## config.mk

```make
export PLATFORM = sky130hd
export DESIGN_NAME = mac_pipe
export DESIGN_NICKNAME = d
export VERILOG_FILES = /design/src/rtl/mac_pkg.sv /design/src/rtl/mac_round_sat.sv /design/src/rtl/mac_pipe.sv
export SDC_FILE = /design/constraint.sdc
export NUM_CORES = 1
export LEC_CHECK = 0
export BUFFER_PORTS_ARGS = -buffer_cell sky130_fd_sc_hd__buf_4
export CAP_MARGIN = 20
export CORE_MARGIN = 10
export CORE_UTILIZATION = 47
export CTS_CLUSTER_SIZE = 25
export DETAILED_ROUTE_END_ITERATION = 6
export PLACE_DENSITY = 0.65
export SLEW_MARGIN = 10
export SYNTH_ARGS = -nofsm -noshare
export SYNTH_HDL_FRONTEND = slang
export SYNTH_HIERARCHICAL = 1
export SYNTH_SLANG_ARGS = --single-unit
```

## constraint.sdc

```tcl
create_clock -name clk -period 14.58 [get_ports clk]
set_input_delay 0.729 -clock clk [delete_from_list [all_inputs] [get_ports clk]]
set_output_delay 0.729 -clock clk [all_outputs]
set_load 0.01 [all_outputs]
```

## src/rtl/mac_pkg.sv

```systemverilog
`default_nettype none
// ============================================================================
// Module      : mac_pkg
// Description : Shared constants and signed saturation-limit helpers for the
//               pipelined multiply-accumulate unit.
// Revision    : 1.0 - initial release
// ============================================================================
package mac_pkg;

    // Default operand width, Q-format shift and accumulator guard bits
    localparam int C_WIDTH_DEF = 10;
    localparam int C_FRAC_DEF  = 9;
    localparam int C_ACC_GUARD = 4;

    // Operation mode encoding
    localparam logic C_MODE_MUL = 1'b0;
    localparam logic C_MODE_ACC = 1'b1;

    // Largest value representable in a w-bit two's complement number (w <= 64)
    function automatic logic signed [63:0] sat_max(input int w);
        return (64'sd1 <<< (w - 1)) - 64'sd1;
    endfunction

    // Smallest value representable in a w-bit two's complement number (w <= 64)
    function automatic logic signed [63:0] sat_min(input int w);
        return -(64'sd1 <<< (w - 1));
    endfunction

endpackage
`default_nettype wire

```

## src/rtl/mac_round_sat.sv

```systemverilog
`default_nettype none
// ============================================================================
// Module      : mac_round_sat
// Description : Combinational round-half-up, arithmetic right shift by FRAC
//               and saturation of a signed value into OUT_W bits. o_clip
//               flags that the result was clamped.
// Revision    : 1.0 - initial release
// ============================================================================
module mac_round_sat
    import mac_pkg::*;
#(
    parameter int IN_W  = 24,
    parameter int OUT_W = 10,
    parameter int FRAC  = 9
) (
    input  logic signed [IN_W-1:0]  i_v,
    output logic signed [OUT_W-1:0] o_y,
    output logic                    o_clip
);

    localparam logic signed [63:0] C_MAX = sat_max(OUT_W);
    localparam logic signed [63:0] C_MIN = sat_min(OUT_W);

    // One guard bit so the rounding increment can never wrap
    logic signed [IN_W:0] w_ext;
    logic signed [IN_W:0] w_sum;
    logic signed [IN_W:0] w_shift;
    logic signed [63:0]   w_shift64;

    assign w_ext = {i_v[IN_W-1], i_v};

    generate
        if (FRAC > 0) begin : g_round
            localparam logic signed [IN_W:0] C_HALF = {{IN_W{1'b0}}, 1'b1} <<< (FRAC - 1);
            assign w_sum = w_ext + C_HALF;
        end else begin : g_no_round
            assign w_sum = w_ext;
        end
    endgenerate

    assign w_shift   = w_sum >>> FRAC;
    assign w_shift64 = 64'(w_shift);

    // Clamp the shifted value to the output range
    always_comb begin
        o_y    = w_shift[OUT_W-1:0];
        o_clip = 1'b0;
        if (w_shift64 > C_MAX) begin
            o_y    = C_MAX[OUT_W-1:0];
            o_clip = 1'b1;
        end else if (w_shift64 < C_MIN) begin
            o_y    = C_MIN[OUT_W-1:0];
            o_clip = 1'b1;
        end
    end

endmodule
`default_nettype wire

```

## src/rtl/mac_pipe.sv

```systemverilog
`default_nettype none
// ============================================================================
// Module      : mac_pipe
// Description : Three-stage pipelined signed multiply-accumulate with
//               valid/ready handshake, saturating accumulator and rounded,
//               saturated Q-format output. A full output stage with the
//               consumer not ready stalls the entire pipe.
// Revision    : 1.0 - initial release
// ============================================================================
module mac_pipe
    import mac_pkg::*;
#(
    parameter int WIDTH     = C_WIDTH_DEF,
    parameter int FRAC      = C_FRAC_DEF,
    parameter int ACC_WIDTH = 2 * WIDTH + C_ACC_GUARD
) (
    input  logic                        clk,
    input  logic                        rst,
    input  logic                        in_valid,
    output logic                        in_ready,
    input  logic signed [WIDTH-1:0]     a,
    input  logic signed [WIDTH-1:0]     b,
    input  logic                        mode,
    input  logic                        clr_acc,
    output logic                        out_valid,
    input  logic                        out_ready,
    output logic signed [2*WIDTH-1:0]   prod,
    output logic signed [ACC_WIDTH-1:0] acc,
    output logic signed [WIDTH-1:0]     y,
    output logic                        sat
);

    localparam int C_PW = 2 * WIDTH;
    localparam logic signed [63:0] C_ACC_MAX = sat_max(ACC_WIDTH);
    localparam logic signed [63:0] C_ACC_MIN = sat_min(ACC_WIDTH);

    // Stage 1: registered operands
    logic                    r_s1_valid;
    logic signed [WIDTH-1:0] r_s1_a;
    logic signed [WIDTH-1:0] r_s1_b;
    logic                    r_s1_mode;
    logic                    r_s1_clr;

    // Stage 2: registered product
    logic                    r_s2_valid;
    logic signed [C_PW-1:0]  r_s2_prod;
    logic                    r_s2_mode;
    logic                    r_s2_clr;

    // Stage 3: output registers
    logic                        r_out_valid;
    logic signed [C_PW-1:0]      r_prod;
    logic signed [ACC_WIDTH-1:0] r_acc;
    logic signed [WIDTH-1:0]     r_y;
    logic                        r_sat;

    logic                        w_stall;
    logic signed [C_PW-1:0]      w_mult;
    logic signed [ACC_WIDTH-1:0] w_prod_ext;
    logic signed [ACC_WIDTH:0]   w_acc_sum;
    logic                        w_acc_ovf;
    logic signed [ACC_WIDTH-1:0] w_acc_sat;
    logic signed [ACC_WIDTH-1:0] w_acc_next;
    logic                        w_acc_clip;
    logic signed [ACC_WIDTH-1:0] w_rs_in;
    logic signed [WIDTH-1:0]     w_y;
    logic                        w_y_clip;

    assign w_stall  = r_out_valid && !out_ready;
    assign in_ready = !w_stall;

    // Full-precision product; -2^(W-1) squared still fits in 2W signed bits
    assign w_mult = r_s1_a * r_s1_b;

    // Accumulator saturating add, one guard bit to detect overflow
    assign w_prod_ext = ACC_WIDTH'(r_s2_prod);
    assign w_acc_sum  = {r_acc[ACC_WIDTH-1], r_acc} + {w_prod_ext[ACC_WIDTH-1], w_prod_ext};
    assign w_acc_ovf  = w_acc_sum[ACC_WIDTH] ^ w_acc_sum[ACC_WIDTH-1];
    assign w_acc_sat  = w_acc_ovf ? (w_acc_sum[ACC_WIDTH] ? C_ACC_MIN[ACC_WIDTH-1:0]
                                                          : C_ACC_MAX[ACC_WIDTH-1:0])
                                  : w_acc_sum[ACC_WIDTH-1:0];

    // Next accumulator value for the sample entering stage 3
    always_comb begin
        w_acc_next = r_acc;
        w_acc_clip = 1'b0;
        if (r_s2_mode == C_MODE_ACC) begin
            if (r_s2_clr) begin
                w_acc_next = w_prod_ext;
            end else begin
                w_acc_next = w_acc_sat;
                w_acc_clip = w_acc_ovf;
            end
        end
    end

    assign w_rs_in = (r_s2_mode == C_MODE_ACC) ? w_acc_next : w_prod_ext;

    mac_round_sat #(
        .IN_W  (ACC_WIDTH),
        .OUT_W (WIDTH),
        .FRAC  (FRAC)
    ) u_round_sat (
        .i_v    (w_rs_in),
        .o_y    (w_y),
        .o_clip (w_y_clip)
    );

    // Stage 1: capture the operand pair whenever the pipe advances
    always_ff @(posedge clk or posedge rst) begin
        if (rst) begin
            r_s1_valid <= 1'b0;
            r_s1_a     <= '0;
            r_s1_b     <= '0;
            r_s1_mode  <= 1'b0;
            r_s1_clr   <= 1'b0;
        end else if (!w_stall) begin
            r_s1_valid <= in_valid;
            r_s1_a     <= a;
            r_s1_b     <= b;
            r_s1_mode  <= mode;
            r_s1_clr   <= clr_acc;
        end
    end

    // Stage 2: register the product and carry the control bits along
    always_ff @(posedge clk or posedge rst) begin
        if (rst) begin
            r_s2_valid <= 1'b0;
            r_s2_prod  <= '0;
            r_s2_mode  <= 1'b0;
            r_s2_clr   <= 1'b0;
        end else if (!w_stall) begin
            r_s2_valid <= r_s1_valid;
            r_s2_prod  <= w_mult;
            r_s2_mode  <= r_s1_mode;
            r_s2_clr   <= r_s1_clr;
        end
    end

    // Stage 3: results and accumulator update only for valid samples
    always_ff @(posedge clk or posedge rst) begin
        if (rst) begin
            r_out_valid <= 1'b0;
            r_prod      <= '0;
            r_acc       <= '0;
            r_y         <= '0;
            r_sat       <= 1'b0;
        end else if (!w_stall) begin
            r_out_valid <= r_s2_valid;
            if (r_s2_valid) begin
                r_prod <= r_s2_prod;
                r_acc  <= w_acc_next;
                r_y    <= w_y;
                r_sat  <= w_acc_clip | w_y_clip;
            end
        end
    end

    assign out_valid = r_out_valid;
    assign prod      = r_prod;
    assign acc       = r_acc;
    assign y         = r_y;
    assign sat       = r_sat;

endmodule
`default_nettype wire
```

Word level (Yosys, flattened, before mapping)
Cells that the tools add are included. W data, S select, Z words.

Add/sub/neg operators: 2. Multiply operators: 1. $lt $le $gt $ge: 2. Muxes and demuxes: 11. Bitwise operators: 3. Reductions and logical operators: 4.

Operators by type and width (count): $mux W24 (5); $add A24 B10 Y25 const B (1); $add A24 B20 Y25 (1); $mul A10 B10 Y20 (1); $mux W10 (2); $gt A16 B10 Y1 const B (1); $lt A16 B10 Y1 const B (1); $mux W1 (4); $logic_not A1 Y1 (2); $reduce_and A2 Y1 (1); $logic_and A1 B1 Y1 (1); $not A1 Y1 (1); $or A1 B1 Y1 (1); $xor A1 B1 Y1 (1).

Register bits after elaboration: 102. Input bits: 26. Output and inout port bits: 57. Word-level logic and storage cells: 37.

Logic depth before layout (Yosys ltp)
Depth after elaboration: 11. Mapped depth: 22. Mapped depth without buffers: 20.

Cells and area by module
The synthesis kept the hierarchy.

By module, submodules not included: mac_pipe (times used 1, cells an instance 1081, area an instance 9539.1 um^2, seq. area each 2552.4 um^2); mac_round_sat (times used 1, cells an instance 62, area an instance 429.2 um^2, seq. area each 0.0 um^2).

Worst setup path after synthesis
OpenSTA, ideal clock, no wires.

Path type: reg2reg. Start point: register r_s1_b[1]. End point: register r_s2_prod[19]. Library setup time: 135 ps. Arrival time: 5128 ps. Required time: 14445 ps. Setup slack: 9316 ps. Cell stages (with the launch flop): 20. Buffers on the path: 1. Clock period less this slack: 5264 ps. Cell sequence: dfrtp_1 > clkbuf_1 > nand2_1 > fa_1 > inv_1 > fa_1 > fa_1 > fa_1 > inv_1 > fa_1 > inv_1 > ha_1 > a21oi_1 > nand2_1 > o211ai_1 > a31oi_1 > or4_1 > a31oi_1 > xnor2_1 > o21ai_0.

Cells in the longest elaborated chain, start to end: 1.

RTL lines: start, declared (line mac_pipe.sv:40) `logic signed [WIDTH-1:0] r_s1_b;`; start signal, assigned (line mac_pipe.sv:114) `r_s1_b <= '0;`; start signal, assigned (line mac_pipe.sv:120) `r_s1_b <= b;`; $mul A10 B10 Y20 (line mac_pipe.sv:73) `assign w_mult = r_s1_a * r_s1_b;`; end signal, assigned (line mac_pipe.sv:135) `r_s2_prod <= w_mult;`; end, declared (line mac_pipe.sv:46) `logic signed [C_PW-1:0] r_s2_prod;`.

No other way between the ends. A chain may end at the register's enable or synchronous reset.

Final worst setup path
Start point: register r_s1_b[9]. End point: register r_s2_prod[19].

The elaborated chain is that of the path after synthesis.

==> parameters.txt <==
Parameter                              Value

Setup path
  Launch point of the worst reg-to-reg path    r_s1_b[9]
  Crit Path Max Fanout    7
  Top cell by count, worst path    fa_1
  Setup crit end kind    flip-flop
  Data required time of the critical path    14.80 ns
  Worst setup slack for register-to-register paths    8.80 ns
  Critical path startpoint category    flip-flop
  Reg-to-Reg End    r_s2_prod[19]
  Critical Path Max Stage Delay    roughly 0.55 ns
  Endpoint arrival time on the critical path    6.00 ns
  Worst setup startpoint    r_s1_b[9]
  Worst reg-to-reg path cell count    18
  Worst path cell trace    inv_1, nor2_1, fa_1, fa_1, fa_1, fa_1, inv_1, fa_1, inv_1, ha_1, a21oi_1, nand2_1, o211ai_1, a31oi_1, or4_1, a31oi_1, xnor2_1, o21ai_0
  Type of the worst setup path    reg2reg
  Master of the slowest instance on the critical path    fa_1
  Critical path endpoint    r_s2_prod[19]

Clocking
  Clock tree from TritonCTS    done
  Clock latency on the worst-skew pair    roughly 0.36 ns
  # hold bufs at CTS    0
  Count of clock tree sinks    102
  Buffer levels on the longest clock path    2
  H-tree depth    3
  Library cell used as clock root buffer    clkbuf_16
  Number of CTS-inserted buffers    9
  Setup fix buffers added after clock tree synthesis    0
  Resize count post-CTS    0
  Clock-pin slew reported for the worst setup and hold paths after clock tree synthesis    0.08 ns

Final layout
  Area growth, synth to finish    11.2%
  Final design area excluding fillers    11,000 um2
  Filler cell count in the final layout    slightly below 2,000
  Share of post-route cells with drive strength above 1    13.2%
  Most frequent cells in the layout    189 x nand2_1, 140 x inv_1, 102 x dfrtp_1
  Sequential standard cell area    2550 um2
  Final net count    about 1,400
  N_diodes    0
  Final cell count without fillers    1,459
  Area taken by multi-input logic gates    6620 um2
  Most frequent standard cell in the layout excluding fill and tap cells    nand2_1

Floorplan
  I/O pins    83
  Row count    53
  Horizontal die dimension    165 um
  Die area    between 20,000 and 30,000 um2
  Y dimension of the die    165 um
  Starting Density    a little under half
  Total core area    about 21,000 um2

Timing
  Final period utilization    39.7%
  Total count of hold-check failures in the final report    0
  Setup repair after global routing missed its margin    false
  Fin worst setup slack    8.80 ns
  Final number of setup-violating endpoints    0
  Worst slew margin relative to its limit    46.3%
  Number of max-slew violations in the final report    0
  Setup Total Neg Slack    0 ns
  Time the worst path needs with I/O delays and setup    5.78 ns
  Peak clock frequency supported by timing    approximately 170 MHz
  Max Clock Skew    0.0175 ns
  Slew of the pin with the lowest slew margin    0.797 ns

Placement
  Dpl cell area    ~11,000 um2
  Port buffer count    ~80
  Placed cell count    1,443
  Final HPWL DP    20,000 um
  Setup Slack @ Placement    8.78 ns
  RePlAce Congestion    0.999

GRT
  Vias in the first global route    roughly 7,900
  First-pass GRT wire length    42,100 um
  Leftover overflow at the end of global routing    0
  Largest net degree at the start of global routing    56
  GR Util All Layers    19.0%
  Initial antenna violation count    0

Drt
  Met2 routed wirelength    11,800 um
  Number of detailed-routing iterations run before antenna repair    5
  Number of nets with antenna violations after routing    0
  Via count    7,785
  DRC errors left    0
  Met1 wire length    11,700 um
  Routed length on met3    1050 um
  Routed length per instance    17.1 um
  Drt via density    roughly 5.3
  Uppermost layer routed    met4
  Drt first-iter violations    roughly 450
  Final routed wirelength across all metal layers    25,000 um

Logic synthesis
  Synthesized instance count    1,127
  Synth Net Count    1,319
  Mean instance size in the synthesized netlist    8.78 um2
  Cell area after synthesis    9900 um2
  Total of warnings raised by yosys    6

Min path
  Hold path startpoint    r_s1_clr
  Hold/Removal Path Class    reg2reg

Outcome
  Status    completed

Job
  Max_cap viols    0
[metal layers]
layer / global-route usage (%) / up-vias
li1: - / 3789
met1: 25.8 / 3778
met2: 31.0 / 180
met3: 2.65 / 38
met4: 5.52 / 0
met5: 0 / -
[layout make-up]
cell class	instances	area share, %
Clock buffer	9	2.05
Clock inverter	7	0.591
Inverter	142	4.87
Multi-Input combinational cell	836	60.2
Sequential cell	102	23.2
Tap cell	275	3.13
Timing Repair Buffer	88	6.00
[sequential cells by signal, summed over array words and instances, names as in the netlist, 10 cells and up]
register and count:
acc 24, prod 20, r_s2_prod 20, r_s1_a 10, r_s1_b 10, y 10
[how the worst min path moves through the flow]
stage            endpoint  cells past startpoint  slack (ns)
6_report         r_s1_clr                      2        0.47
5_1_grt        r_s1_valid                      2        0.50
4_1_cts          r_s1_clr                      2        0.48
3_5_place_dp     r_s1_clr                      2        0.46
3_3_place_gp   r_s1_valid                      2        0.45
2_1_floorplan    r_s1_clr                      2        0.44
[per-stage QoR]
step	hold WS (ns)	util [%]
6_report	0.469	52.7
5_1_grt	0.503	52.7
4_1_cts	0.476	52.7
3_5_place_dp	0.458	51.3
3_3_place_gp	0.452	51.3
2_1_floorplan	0.439	-
[worst max-delay path, delay by kind of cell (launching register included)]
family                   cells  cell delay [ns]
AND/OR/NAND/NOR              3             0.65
flip-flops                   1             0.45
AO/OA/AOI/OAI                5             0.99
adder cells (fa/ha/maj)      6             2.98
XOR/XNOR                     1             0.14
buffers and inverters        3             0.41
Power is left out: the tool's default activity adds up to more than one toggle a clock period on the data nets, which glitch-free logic cannot reach.
